### src/rtl/cu_pkg.sv
// cu_pkg
// Shared definitions for the control unit: opcode constants, the FSM state
// enum with its fixed debug encodings, ALU operation codes and the opcode
// classes produced by the decoder.
package cu_pkg;

  localparam logic [3:0] OP_NOP   = 4'h0;
  localparam logic [3:0] OP_LOAD  = 4'h1;
  localparam logic [3:0] OP_STORE = 4'h2;
  localparam logic [3:0] OP_ADD   = 4'h3;
  localparam logic [3:0] OP_SUB   = 4'h4;
  localparam logic [3:0] OP_AND   = 4'h5;
  localparam logic [3:0] OP_OR    = 4'h6;
  localparam logic [3:0] OP_JMP   = 4'h7;
  localparam logic [3:0] OP_JZ    = 4'h8;
  localparam logic [3:0] OP_HALT  = 4'hF;

  // Encodings are visible on the debug state port, so they are pinned here.
  typedef enum logic [3:0] {
    S_FETCH    = 4'd0,
    S_FETCH_RD = 4'd1,
    S_FETCH_IR = 4'd2,
    S_DECODE   = 4'd3,
    S_EXEC     = 4'd4,
    S_MEM_ADDR = 4'd5,
    S_MEM_RD   = 4'd6,
    S_MEM_WB   = 4'd7,
    S_MEM_WR   = 4'd8,
    S_HALT     = 4'd9
  } state_t;

  typedef enum logic [1:0] {
    ALU_ADD = 2'b00,
    ALU_SUB = 2'b01,
    ALU_AND = 2'b10,
    ALU_OR  = 2'b11
  } alu_op_t;

  // Undefined opcodes decode as CLS_NOP with the illegal flag raised.
  typedef enum logic [2:0] {
    CLS_NOP   = 3'd0,
    CLS_LOAD  = 3'd1,
    CLS_STORE = 3'd2,
    CLS_ALU   = 3'd3,
    CLS_JMP   = 3'd4,
    CLS_JZ    = 3'd5,
    CLS_HALT  = 3'd6
  } op_class_t;

endpackage

### src/rtl/cu_decoder.sv
// cu_decoder
// Purely combinational opcode decoder.
// Ports:
//   opcode   - opcode field of the instruction register
//   op_class - what kind of instruction this is (drives FSM branching)
//   alu_op   - ALU function for ALU-class opcodes, ADD otherwise
//   illegal  - high for undefined opcodes
module cu_decoder
  import cu_pkg::*;
#(
  parameter int OPC_W = 4
) (
  input  logic [OPC_W-1:0] opcode,
  output op_class_t        op_class,
  output alu_op_t          alu_op,
  output logic             illegal
);

  // Map each opcode onto its class; anything unlisted is illegal and
  // behaves like a NOP.
  always_comb begin
    op_class = CLS_NOP;
    alu_op   = ALU_ADD;
    illegal  = 1'b0;
    case (opcode)
      OPC_W'(OP_NOP):   op_class = CLS_NOP;
      OPC_W'(OP_LOAD):  op_class = CLS_LOAD;
      OPC_W'(OP_STORE): op_class = CLS_STORE;
      OPC_W'(OP_ADD):   begin op_class = CLS_ALU; alu_op = ALU_ADD; end
      OPC_W'(OP_SUB):   begin op_class = CLS_ALU; alu_op = ALU_SUB; end
      OPC_W'(OP_AND):   begin op_class = CLS_ALU; alu_op = ALU_AND; end
      OPC_W'(OP_OR):    begin op_class = CLS_ALU; alu_op = ALU_OR;  end
      OPC_W'(OP_JMP):   op_class = CLS_JMP;
      OPC_W'(OP_JZ):    op_class = CLS_JZ;
      OPC_W'(OP_HALT):  op_class = CLS_HALT;
      default:          illegal  = 1'b1;
    endcase
  end

endmodule

### src/rtl/control_unit.sv
// control_unit
// Multi-cycle FSM sequencing fetch, decode, ALU execute and memory access
// for a small accumulator-style CPU. State is registered; every strobe is
// decoded combinationally from the current state and the opcode.
// Optional feature: define CU_STEP_EN to add a single-step input that holds
// the machine in FETCH until step is high.
// Ports:
//   clk, rst      - clock and synchronous active-high reset
//   step          - (CU_STEP_EN only) advance out of FETCH when high
//   instr         - instruction register contents
//   alu_zero      - ALU zero result, captured in EXEC
//   mar_load/sel  - MAR load strobe and source (0=PC, 1=instr[7:0])
//   ram_rd_en     - RAM read enable
//   ram_write_en  - RAM write strobe
//   ir_load       - instruction register load
//   pc_inc/load   - PC increment / load from instr[7:0]
//   alu_op        - ALU function
//   rf_write_en   - register file write, rf_wsel picks ALU(0) or RAM(1)
//   illegal       - one-cycle pulse on an undefined opcode
//   halted        - high while in HALT
//   state         - current state encoding for debug
module control_unit
  import cu_pkg::*;
#(
  parameter int OPC_W   = 4,
  parameter int INSTR_W = 16
) (
  input  logic               clk,
  input  logic               rst,
`ifdef CU_STEP_EN
  input  logic               step,
`endif
  input  logic [INSTR_W-1:0] instr,
  input  logic               alu_zero,
  output logic               mar_load,
  output logic               mar_sel,
  output logic               ram_rd_en,
  output logic               ram_write_en,
  output logic               ir_load,
  output logic               pc_inc,
  output logic               pc_load,
  output logic [1:0]         alu_op,
  output logic               rf_write_en,
  output logic               rf_wsel,
  output logic               illegal,
  output logic               halted,
  output logic [3:0]         state
);

  state_t     state_q;
  logic       zero_flag;
  op_class_t  dec_class;
  alu_op_t    dec_alu_op;
  logic       dec_illegal;
  logic       fetch_go;

  // Operand bits are consumed by the datapath, not by the controller.
  logic unused_instr_bits;
  assign unused_instr_bits = ^instr[INSTR_W-OPC_W-1:0];

  cu_decoder #(.OPC_W(OPC_W)) u_decoder (
    .opcode   (instr[INSTR_W-1 -: OPC_W]),
    .op_class (dec_class),
    .alu_op   (dec_alu_op),
    .illegal  (dec_illegal)
  );

`ifdef CU_STEP_EN
  assign fetch_go = step;
`else
  assign fetch_go = 1'b1;
`endif

  // State register and zero flag. The flag is only captured in EXEC so a
  // later JZ tests the result of the last ALU instruction, not whatever the
  // ALU happens to output at decode time.
  always_ff @(posedge clk) begin
    if (rst) begin
      state_q   <= S_FETCH;
      zero_flag <= 1'b0;
    end else begin
      case (state_q)
        S_FETCH:    if (fetch_go) state_q <= S_FETCH_RD;
        S_FETCH_RD: state_q <= S_FETCH_IR;
        S_FETCH_IR: state_q <= S_DECODE;
        S_DECODE: begin
          case (dec_class)
            CLS_ALU:             state_q <= S_EXEC;
            CLS_LOAD, CLS_STORE: state_q <= S_MEM_ADDR;
            CLS_HALT:            state_q <= S_HALT;
            default:             state_q <= S_FETCH;
          endcase
        end
        S_EXEC: begin
          zero_flag <= alu_zero;
          state_q   <= S_FETCH;
        end
        S_MEM_ADDR: begin
          case (dec_class)
            CLS_LOAD:  state_q <= S_MEM_RD;
            CLS_STORE: state_q <= S_MEM_WR;
            default:   state_q <= S_FETCH;
          endcase
        end
        S_MEM_RD:   state_q <= S_MEM_WB;
        S_MEM_WB:   state_q <= S_FETCH;
        S_MEM_WR:   state_q <= S_FETCH;
        S_HALT:     state_q <= S_HALT;
        default:    state_q <= S_FETCH;
      endcase
    end
  end

  // Strobe decode. Reset masks everything immediately so an in-flight
  // RAM write is cancelled in the same cycle reset is raised.
  always_comb begin
    mar_load     = 1'b0;
    mar_sel      = 1'b0;
    ram_rd_en    = 1'b0;
    ram_write_en = 1'b0;
    ir_load      = 1'b0;
    pc_inc       = 1'b0;
    pc_load      = 1'b0;
    alu_op       = ALU_ADD;
    rf_write_en  = 1'b0;
    rf_wsel      = 1'b0;
    illegal      = 1'b0;
    halted       = 1'b0;
    if (!rst) begin
      case (state_q)
        S_FETCH:    mar_load = 1'b1;
        S_FETCH_RD: ram_rd_en = 1'b1;
        S_FETCH_IR: begin
          ir_load = 1'b1;
          pc_inc  = 1'b1;
        end
        S_DECODE: begin
          illegal = dec_illegal;
          case (dec_class)
            CLS_JMP: pc_load = 1'b1;
            CLS_JZ:  pc_load = zero_flag;
            default: pc_load = 1'b0;
          endcase
        end
        S_EXEC: begin
          alu_op      = dec_alu_op;
          rf_write_en = 1'b1;
        end
        S_MEM_ADDR: begin
          mar_sel  = 1'b1;
          mar_load = 1'b1;
        end
        S_MEM_RD:   ram_rd_en = 1'b1;
        S_MEM_WB: begin
          rf_write_en = 1'b1;
          rf_wsel     = 1'b1;
        end
        S_MEM_WR:   ram_write_en = 1'b1;
        S_HALT:     halted = 1'b1;
        default:    halted = 1'b0;
      endcase
    end
  end

  assign state = rst ? 4'd0 : state_q;

endmodule

### config.mk
export PLATFORM = sky130hd
export DESIGN_NAME = control_unit
export DESIGN_NICKNAME = d
export VERILOG_FILES = /design/src/rtl/cu_pkg.sv /design/src/rtl/cu_decoder.sv /design/src/rtl/control_unit.sv
export SDC_FILE = /design/constraint.sdc
export NUM_CORES = 1
export LEC_CHECK = 0
export CAP_MARGIN = 20
export CELL_PAD_IN_SITES_DETAIL_PLACEMENT = 0
export CELL_PAD_IN_SITES_GLOBAL_PLACEMENT = 1
export CORE_MARGIN = 2
export CORE_UTILIZATION = 23
export DETAILED_ROUTE_END_ITERATION = 12
export PLACE_DENSITY = 0.87
export SLEW_MARGIN = 10
export SYNTH_ARGS = -nofsm -noshare
export SYNTH_HDL_FRONTEND = slang
export SYNTH_SLANG_ARGS = --single-unit
### constraint.sdc
create_clock -name clk -period 3.3 [get_ports clk]
set_input_delay 0.495 -clock clk [delete_from_list [all_inputs] [get_ports clk]]
set_output_delay 0.495 -clock clk [all_outputs]
set_load 0.01 [all_outputs]
==> impl_metrics.py <==
metrics = {
    "clock_network": {
        "cts_setup_buffers": 0,
        "cts.sinks": 5,
        "cts_buffers": 3,
        "hold_buffers": 0,
        "worstSkewPairLatency_ps": 240,
        "clockBufferDepth": 2,
        "post_cts_resized": 0,
        "cts-htree-levels": 1,
        "tritoncts": "yes",
        "clk_pin_slew_worst_paths_ps": 40,
        "cts_root_buf": "clkbuf_4",
    },
    "finish": {
        "seq_area_sq_um": 100,
        "diodes": 0,
        "nets": 115,
        "synthToLayoutAreaGrowth_pct": 53.2,
        "drive_gt1_frac": 0.0632,
        "post-route-cell-area_sq_um": 757,
        "fillers": 224,
        "multi_input_area_sq_um": 355,
    },
    "yosys": {
        "ys_seq_elements": 5,
        "syn_area_sq_um": 494,
        "syn-num-nets": 93,
        "ys_seq_area_frac": 0.203,
        "synth_cell_types": 27,
        "dominantRegCellSynth": "dfxtp_1",
        "syn-instance-count": 74,
        "synth_top_area_frac": 0.203,
        "synth-edff-count": 0,
        "synth_area_leader_cell": "dfxtp_1",
        "async_flop_share": 0,
        "syn_avg_cell_area_sq_um": 6.68,
        "synth_warnings": 0,
        "synth.area.top_cells": "dfxtp_1 20%, nor2b_1 7.6%, nor3_1 6.1%",
    },
    "timing": {
        "fin_crit_ps": 2770,
        "timing.final.crit_share": 0.841,
        "hold_viol": 0,
        "worstMarginPinSlew_ps": 380,
        "setup_violations": 0,
        "rsz0062_at_grt": "no",
        "fmax_mhz": 360,
        "timing.final.max_slew_violations": 0,
        "relSlewSlack": 0.743,
        "setup_tns_ps": 0,
        "clock_skew_ps": 1.88,
    },
    "drt": {
        "firstDrtPassIters": 4,
        "drtIter0Drc": 13,
        "ant_nets": 0,
        "vias_per_cell": 5.08,
        "routed-via-count": 620,
        "finalWirelength_mm": 1.43,
        "post_drt_wl_per_cell_um": 11.7,
        "drc_errors": 0,
    },
    "critical_path": {
        "cp-start-kind": "primary input",
        "critPathKind": "primary input to output pin",
        "crit_required_ps": 2800,
        "end_kind": "output pin",
        "cp_max_fo": 9,
        "arrival_ps": 2280,
    },
    "floorplanning": {
        "die-area_sq_um": 2540,
        "pin_count": 36,
        "placementRows": 16,
        "fp.coreArea_sq_um": 2000,
        "die_w_um": 50.4,
        "initial_core_util": 0.247,
        "chipHeight_um": 50.4,
    },
    "power": {
        "peakVddDrop_uv": 104,
        "pwr-share-clk": 0.335,
        "p_switching_mw": 0.0683,
        "p_leak_nw": 0.259,
        "p_sw_frac": 0.321,
        "combPwrFrac": 0.323,
        "p_int_mw": 0.145,
        "powerDensity_nw_per_um2": 282,
        "seq_power_share": 0.342,
    },
    "global_routing": {
        "grt_overflow": 0,
        "grt.total_usage": 0.122,
        "grt_pass1_wl_mm": 2.36,
        "antenna_found_initial": 0,
        "grt_pass1_vias": 551,
        "grt_max_degree": 13,
    },
    "placement": {
        "routabilityCongestion": 0.779,
        "placed_cell_area_sq_um": 731,
        "dp_hpwl_mm": 1.09,
        "portBuffers": 23,
    },
    "run": {
        "drv_cap": 0,
    },
    "min_path": {
        "hold_class": "flop to flop",
    },
    "outcome": {
        "outcome": "finished, final reports clean",
    },
}
-- placed cells by master (no fill, tap or decap), types with 2 or more instances in the layout --
cell type,n
o21ai_0,2
nor3_1,6
and3_1,2
nand3b_1,2
a31oi_1,3
a21oi_1,4
nand3_1,3
nand2_1,7
clkbuf_4,3
clkdlybuf4s50_1,23
nor2_1,7
o21bai_1,2
nand2b_1,3
nor4b_1,2
dfxtp_1,5
nor2b_1,6
or3_1,2
nor4_1,3
-- cell type report --
type / count / share of cell area
Inverter: 1 / 0.00496
Timing Repair Buffer: 24 / 0.314
Tap cell: 27 / 0.0446
Sequential cell: 5 / 0.132
Multi-Input combinational cell: 61 / 0.469
Clock buffer: 4 / 0.0347
-- path summary, 6_finish.rpt --
kind / start / endpoint / cells past startpoint / slack (ps)
worst max-delay path: instr[12] / illegal / 5 / 530
worst min-delay path: zero_flag / zero_flag / 2 / 460
worst max register to register: state_q[0] / state_q[2] / 4 / 1790
worst min register to register: zero_flag / zero_flag / 2 / 460
-- synthesized netlist by cell type (all sizes together) (2+ instances only) --
cell / n
nor2b: 6
or3: 3
buf: 3
nor4b: 2
o21bai: 2
nand2b: 3
nor4: 3
dfxtp: 5
a31oi: 3
nor3: 6
o21ai: 2
and3: 2
nand3: 3
nand3b: 2
clkbuf: 4
nor2: 7
nand2: 7
a21oi: 4
-- sequential cells by signal, indices dropped and copies added, names as in the netlist --
name       count
zero_flag      1
state_q        4
-- metrics by stage --
| stage | total power, mW | hold WS [ps] | cells | setup slack (ps) | util |
|---|---|---|---|---|---|
| finish | 0.213 | 462 | 122 | 526 | 0.378 |
| global route | 0.229 | 505 | 122 | 379 | 0.378 |
| CTS | 0.215 | 465 | 122 | 542 | 0.378 |
| detailed placement | 0.142 | 458 | 118 | 549 | 0.365 |
| global placement | 0.141 | 451 | 118 | 603 | 0.365 |
| floorplan | 0.114 | 437 | 74 | 1310 | - |
-- power groups by stage --
stage	Sequential (mW)	Clock, mW	Combinational (mW)
floorplan	0.0681	0	0.0458
global placement	0.0733	0	0.0674
detailed placement	0.0734	0	0.0685
CTS	0.0723	0.0736	0.0692
global route	0.0734	0.0797	0.0759
finish	0.0729	0.0715	0.0687
-- critical path, stage by stage --
cell             delay [ps]
clkdlybuf4s50_1         640
or3_1                   150
nand2_1                  70
nor4b_1                 310
clkdlybuf4s50_1         610
-- kinds of logic (layout without fill, tap and decap cells) --
family | Yosys count | after routing | share of synthesized area
AOI/OAI and AO/OA | 13 | 13 | 0.165
xor gates and xnor gates | 2 | 2 | 0.0354
DFF | 5 | 5 | 0.203
buffers and inverters | 8 | 29 | 0.0784
and+or+nand+nor | 46 | 46 | 0.519
-- routing by layer --
layer	share of wire	track usage	routed length, um
met5	0	0	0
met4	0.019	0.0811	27
met3	0.064	0.0238	91
met2	0.44	0.195	629
met1	0.48	0.146	681
No activity file was read; power rests on OpenSTA's default activity.
